$ cat src/rtl/mem_port_arbiter.sv
// rtl/mem_port_arbiter.sv - shares one memory port between icache fetches and dcache fills/write-backs
module mem_port_arbiter #(
   parameter int ADDR_WIDTH   = 32,
   parameter int LINE_WIDTH   = 128,
   parameter int STARVE_LIMIT = 4
) (
   input  logic                  clk_i,
   input  logic                  reset_i,
   input  logic                  ic_req_valid_i,
   input  logic [ADDR_WIDTH-1:0] ic_req_addr_i,
   output logic                  ic_req_ready_o,
   output logic                  ic_resp_valid_o,
   output logic [LINE_WIDTH-1:0] ic_resp_data_o,
   input  logic                  dc_req_valid_i,
   input  logic [ADDR_WIDTH-1:0] dc_req_addr_i,
   input  logic                  dc_req_we_i,
   input  logic [LINE_WIDTH-1:0] dc_req_wdata_i,
   output logic                  dc_req_ready_o,
   output logic                  dc_resp_valid_o,
   output logic [LINE_WIDTH-1:0] dc_resp_data_o,
   output logic                  mem_req_valid_o,
   output logic [ADDR_WIDTH-1:0] mem_req_addr_o,
   output logic                  mem_req_we_o,
   output logic [LINE_WIDTH-1:0] mem_req_wdata_o,
   input  logic                  mem_req_ready_i,
   input  logic                  mem_resp_valid_i,
   input  logic [LINE_WIDTH-1:0] mem_resp_data_i
);

   typedef enum logic [1:0] {IDLE, REQ, WAIT_RESP} state_t;
   typedef enum logic [1:0] {OWN_NONE, OWN_IC, OWN_DC} owner_t;

   localparam logic [3:0] LIMIT = 4'(STARVE_LIMIT);

   state_t                state_q, state_d;
   owner_t                owner_q, owner_d;
   logic [3:0]            starve_cnt_q, starve_cnt_d;
   logic [ADDR_WIDTH-1:0] addr_q, addr_d;
   logic                  we_q, we_d;
   logic [LINE_WIDTH-1:0] wdata_q, wdata_d;
   logic [LINE_WIDTH-1:0] ic_resp_data_q, ic_resp_data_d;
   logic [LINE_WIDTH-1:0] dc_resp_data_q, dc_resp_data_d;
   logic                  ic_resp_valid_q, ic_resp_valid_d;
   logic                  dc_resp_valid_q, dc_resp_valid_d;
   logic                  grant_ic, grant_dc;

   // Data side wins ties unless fetch has already lost STARVE_LIMIT times in a row.
   always_comb begin
      grant_ic = 1'b0;
      grant_dc = 1'b0;
      if (state_q == IDLE && !reset_i) begin
         if (ic_req_valid_i && dc_req_valid_i) begin
            if (starve_cnt_q == LIMIT) grant_ic = 1'b1;
            else                       grant_dc = 1'b1;
         end else begin
            grant_ic = ic_req_valid_i;
            grant_dc = dc_req_valid_i;
         end
      end
   end

   always_comb begin
      state_d         = state_q;
      owner_d         = owner_q;
      starve_cnt_d    = starve_cnt_q;
      addr_d          = addr_q;
      we_d            = we_q;
      wdata_d         = wdata_q;
      ic_resp_data_d  = ic_resp_data_q;
      dc_resp_data_d  = dc_resp_data_q;
      ic_resp_valid_d = 1'b0;
      dc_resp_valid_d = 1'b0;
      case (state_q)
         IDLE: begin
            if (grant_ic) begin
               state_d      = REQ;
               owner_d      = OWN_IC;
               addr_d       = ic_req_addr_i;
               we_d         = 1'b0;
               wdata_d      = '0;
               starve_cnt_d = '0;
            end else if (grant_dc) begin
               state_d = REQ;
               owner_d = OWN_DC;
               addr_d  = dc_req_addr_i;
               we_d    = dc_req_we_i;
               wdata_d = dc_req_wdata_i;
               if (ic_req_valid_i && starve_cnt_q != LIMIT)
                  starve_cnt_d = starve_cnt_q + 4'd1;
            end
         end
         REQ: begin
            if (mem_req_ready_i) state_d = WAIT_RESP;
         end
         WAIT_RESP: begin
            if (mem_resp_valid_i) begin
               state_d = IDLE;
               owner_d = OWN_NONE;
               if (owner_q == OWN_IC) begin
                  ic_resp_valid_d = 1'b1;
                  ic_resp_data_d  = mem_resp_data_i;
               end else if (owner_q == OWN_DC) begin
                  dc_resp_valid_d = 1'b1;
                  dc_resp_data_d  = mem_resp_data_i;
               end
            end
         end
         default: state_d = IDLE;
      endcase
   end

   always_ff @(posedge clk_i) begin
      if (reset_i) begin
         state_q         <= IDLE;
         owner_q         <= OWN_NONE;
         starve_cnt_q    <= '0;
         addr_q          <= '0;
         we_q            <= 1'b0;
         wdata_q         <= '0;
         ic_resp_data_q  <= '0;
         dc_resp_data_q  <= '0;
         ic_resp_valid_q <= 1'b0;
         dc_resp_valid_q <= 1'b0;
      end else begin
         state_q         <= state_d;
         owner_q         <= owner_d;
         starve_cnt_q    <= starve_cnt_d;
         addr_q          <= addr_d;
         we_q            <= we_d;
         wdata_q         <= wdata_d;
         ic_resp_data_q  <= ic_resp_data_d;
         dc_resp_data_q  <= dc_resp_data_d;
         ic_resp_valid_q <= ic_resp_valid_d;
         dc_resp_valid_q <= dc_resp_valid_d;
      end
   end

   assign ic_req_ready_o  = grant_ic;
   assign dc_req_ready_o  = grant_dc;
   assign ic_resp_valid_o = ic_resp_valid_q;
   assign ic_resp_data_o  = ic_resp_data_q;
   assign dc_resp_valid_o = dc_resp_valid_q;
   assign dc_resp_data_o  = dc_resp_data_q;
   assign mem_req_valid_o = (state_q == REQ);
   assign mem_req_addr_o  = addr_q;
   assign mem_req_we_o    = we_q;
   assign mem_req_wdata_o = wdata_q;

endmodule

$ cat config.mk
export PLATFORM = sky130hd
export DESIGN_NAME = mem_port_arbiter
export DESIGN_NICKNAME = d
export VERILOG_FILES = /design/src/rtl/mem_port_arbiter.sv
export SDC_FILE = /design/constraint.sdc
export NUM_CORES = 1
export LEC_CHECK = 0
export ABC_AREA = 1
export CELL_PAD_IN_SITES_DETAIL_PLACEMENT = 1
export CELL_PAD_IN_SITES_GLOBAL_PLACEMENT = 1
export CORE_AREA = 2 2 289 291
export DETAILED_ROUTE_END_ITERATION = 12
export DIE_AREA = 0 0 291 293
export GPL_TIMING_DRIVEN = 0
export PLACE_DENSITY_LB_ADDON = 0.1
export RECOVER_POWER = 100
export SETUP_SLACK_MARGIN = 0.2
export SKIP_CTS_REPAIR_TIMING = 1
export SYNTH_ARGS = -nofsm -noshare
export SYNTH_HDL_FRONTEND = slang
export SYNTH_SLANG_ARGS = --single-unit
$ cat constraint.sdc
create_clock -name clk_i -period 4.5 [get_ports clk_i]
set_input_delay 0.45 -clock clk_i [delete_from_list [all_inputs] [get_ports clk_i]]
set_output_delay 0.45 -clock clk_i [all_outputs]
set_load 0.01 [all_outputs]
-- After elaboration in Yosys (flattened, before gate mapping)
Cells that the tools add are included.
Widths: inputs -> output; s select.
- memory bits (writable): 0
- input bits: 327
- register bits: 427
- memories: 0
- bits in read-only memories: 0
- bits in latches: 0
- reduce and logical (&&, ||, !) cells: 16
- add/subtract/negate cells: 1
- muxes and demuxes: 25
- equal/unequal tests: 9
- shift operators: 0
- bitwise logic cells: 3
- magnitude comparators: 0
- div/mod/pow operators: 0
- $mul: 0
- operators by type and width (kind ; number):
    $mux 128 ; 2
    $mux 32 ; 2
    $mux 2 ; 6
    $mux 4 ; 3
    $reduce_and 3->1 ; 4
    $mux 1 ; 10
    $pmux 2 s3 ; 1
    $reduce_bool 2->1 ; 3
    $add 4x1->4 const B ; 1
    $eq 2x1->1 const B ; 2
    $eq 2x2->1 const B ; 2
    $eq 4x3->1 const B ; 1
    $ne 4x3->1 const B ; 1
    $pmux 2 s2 ; 1
    $reduce_and 4->1 ; 1
    $reduce_or 4->1 ; 1
    $logic_and 1x1->1 ; 3
    $ne 3x3->1 const B ; 1
    $not 1->1 ; 3
    $reduce_or 3->1 ; 1
    $logic_not 2->1 ; 1
    $ne 2x1->1 const B ; 1
    $ne 2x2->1 const B ; 1
    $reduce_and 2->1 ; 1
    $logic_not 1->1 ; 1

-- Longest topological paths before layout
- depth after elaboration: 7
- gate-level depth with buffers: 10

-- Worst setup path before layout
No wires, ideal clock.
- kind: input to output
- start point: input port reset_i
- end point: output port ic_req_ready_o
- arrival: 1.235 ns
- path slack: 2.815 ns
- stages: 6
- required time: 4.050 ns
- path buffers: 1
- path through: buf_2 > inv_4 > nand3_1 > clkinv_1 > nand2_1 > inv_1
- cells in the longest elaborated chain, start to end: 3
- ends and longest elaborated chain (item ; RTL line ; text):
    start, declared ; 8 ; input logic reset_i,
    $logic_not 1->1 ; 51 ; if (state_q == IDLE && !reset_i) begin
    $logic_and 1x1->1 ; 51 ;
    $mux 1 ; 51 ;
    end, declared ; 11 ; output logic ic_req_ready_o,
Every way passes these cells.

-- Worst setup path in the final report
- start point: register starve_cnt_q[0]
- end point: output port dc_req_ready_o
- cells in the longest elaborated chain, start to end: 4
- ends and longest elaborated chain (item ; RTL line ; text):
    start, declared ; 37 ; logic [3:0] starve_cnt_q, starve_cnt_d;
    start signal, assigned ; 127 ; starve_cnt_q <= starve_cnt_d;
    $eq 4x3->1 ; 53 ; if (starve_cnt_q == LIMIT) grant_ic = 1'b1;
    $mux 1 ; 53 ;
    $mux 1 ; 52 ; if (ic_req_valid_i && dc_req_valid_i) begin
    $mux 1 ; 51 ;
    end, declared ; 18 ; output logic dc_req_ready_o,
Every way passes these cells.

==> impl_metrics.ini <==
[clock_tree]
numCtsBuffers = 55
cts_root_buf = clkbuf_16
clk_pin_slew_worst_paths_ns = 0.06
htreeDepth = 2
clock_sinks = 427
cts_tree = yes
cts_buffer_depth = 3
clk_latency_ns = 0.60

[routing]
drt-pass1-iter-count = 4
drtIter0Drc = 514
remaining_drc_errors = 0
num_vias = 16300
ant_nets = 0
via_per_inst = 4.18
wire_per_inst_um = 20.7
wl_um = 81000

[floorplanning]
die_h_um = 293
row_count = 105
start_util = 0.186
die_area_um2 = 85300
pin_count = 749
core_um2 = 81800
die-width_um = 291

[sta]
fin_skew_ns = 0.0120
worst_pin_slew_ns = 1.03
period_minus_slack_ns = 3.42
final-hold-violation-count = 0
drv_slew = 0
setup-violations-final = 0
slew_headroom = 0.311
max_freq_ghz = 0.292
whs_ns = 0.407
period_share = 0.760
rsz0062_at_grt = no
fin_setup_tns_ns = 0

[setup_path]
slowest_stage = dlygate4sd3_1
crit_type = reg2out
slowest_delay_ns = 0.70
worstReg2RegStart = starve_cnt_q[0]$_SDFFE_PP0P_
cpMostUsedCell = inv_1
crit_chain = inv_1 > ha_1 > nand4_1 > nand2_1 > inv_1 > buf_2 > dlygate4sd3_1
cp-end-kind = primary output
crit_required_ns = 4.05
critical_path_arrival_ns = 2.97
crit_fanout = 10
worst_setup_path_start_kind = flop
crit_start = starve_cnt_q[0]$_SDFFE_PP0P_

[finish]
nets = 3112
syn_to_final_growth_pct = 68.7
layout_commonest_cell = nor2_1
drive_above_1_share = 0.0351
layout_common_cells = nor2_1, dfxtp_1, dlygate4sd3_1, nand2_1, clkdlybuf4s50_1

[synthesis]
syn_avg_cell_area_um2 = 7.70
synth.net_count = 2308
synth.yosys.seq_area_share = 0.561
ys_warn_count = 0
synth_area_um2 = 15200
synth_cell_types = 24
synthCells = 1979
ys_ff_latch = 427

[global_route]
grt_pass1_vias = 17200
grtUsageTotal = 0.184
grt-ovfl-total = 0
grt_max_degree = 14
grt_pass1_wl_um = 116000
antenna_found_initial = 27

[power]
peakVddDrop_v = 0.000266
cellPowerDensity_nw_per_um2 = 359
power_mw = 9.23
p_leak_nw = 10.7

[flow_run]
cap_violations = 0

[placed_design]
dpl.hpwl_um = 65300
port_buffers = 747
gp_congestion = 0.834

[worst_hold_path]
min_path_type = in2reg
hp-start = dc_req_wdata_i[36]

[outcome]
status = finished clean
## cell type report
class	instances	area [µm²]
clock inverters	13	120
plain buffers	147	571
multi-input cells	1358	5770
diodes	18	45.0
well taps	1070	1340
inverters	47	179
flip-flops and latches	427	8550
repair buffers	747	7480
fillers	9736	56100
clock buffers	85	1660
## path summary, 6_finish.rpt
| check | endpoint | slack (ns) | depth (start not counted) |
|---|---|---|---|
| max | dc_req_ready_o | 1.08 | 7 |
| min | mem_req_wdata_o[36]$_SDFFE_PP0P_ | 0.41 | 3 |
| max reg2reg | mem_req_wdata_o[38]$_SDFFE_PP0P_ | 1.72 | 9 |
| min reg2reg | mem_req_wdata_o[71]$_SDFFE_PP0P_ | 0.46 | 2 |
## flip-flops by register name, summed over array words and instances (netlist names)
register         cells
ic_resp_data_o     128
starve_cnt_q         4
mem_req_wdata_o    128
mem_req_we_o         1
ic_resp_valid_o      1
state_q              2
mem_req_addr_o      32
owner_q              2
dc_resp_data_o     128
dc_resp_valid_o      1
## cells by family after synthesis
logic type,count (synthesis),share of synthesized area
xor gates and xnor gates,2,0.00115
and+or+nand+nor,959,0.246
adders and majority gates,2,0.00164
DFF,427,0.561
AOI/OAI and AO/OA,395,0.130
buffers and inverters,194,0.0600
## Yosys cell counts
master	n	area share
a21oi_1	134	0.044
nor2_1	515	0.13
inv_2	3	0.00074
clkbuf_1	77	0.019
o21ai_1	10	0.0033
dfxtp_1	427	0.56
inv_1	42	0.010
ha_1	2	0.0016
nand2_2	1	0.00041
clkbuf_2	2	0.00066
buf_4	14	0.0069
buf_2	36	0.012
xor2_1	2	0.0012
inv_4	1	0.00041
buf_1	7	0.0017
nand2_1	333	0.082
nor2_2	2	0.00082
o21ai_0	250	0.082
nand4_1	2	0.00082
buf_6	11	0.0081
clkinv_1	1	0.00025
o211ai_1	1	0.00049
nor2_4	1	0.00074
nand3_1	105	0.034
## layer usage
metal	GRT usage	part of all wire
met1	0.189	0.37
met2	0.331	0.51
met3	0.0703	0.088
met4	0.0789	0.036
met5	0	0.0015
## power by group
group	leakage, nW	total, mW	switching [mW]	internal [mW]
combinational	6.32	0.934	0.468	0.466
clock	0.877	4.38	1.75	2.63
sequential	3.46	3.91	0.0452	3.87
## worst max-delay path: cells and delay by family, from the launching register on
family | cells | cell delay, ns
fa+ha+maj | 1 | 0.23
simple gates | 2 | 0.43
flops | 1 | 0.35
buf+inv | 4 | 1.36
## stage by stage
| step | instances | util | setup WS, ns | area [µm²] |
|---|---|---|---|---|
| final | 3912 | 0.314 | 1.08 | 25700 |
| after global routing | 3909 | 0.314 | 0.859 | 25700 |
| after CTS | 3894 | 0.316 | 0.996 | 25800 |
| after detailed placement | 3796 | 0.294 | 1.36 | 24100 |
| after global placement | 3796 | 0.294 | 1.38 | 24100 |
| after floorplan | 1979 | - | 2.82 | 15200 |
Note: power is estimated with default switching activity, not from simulation.
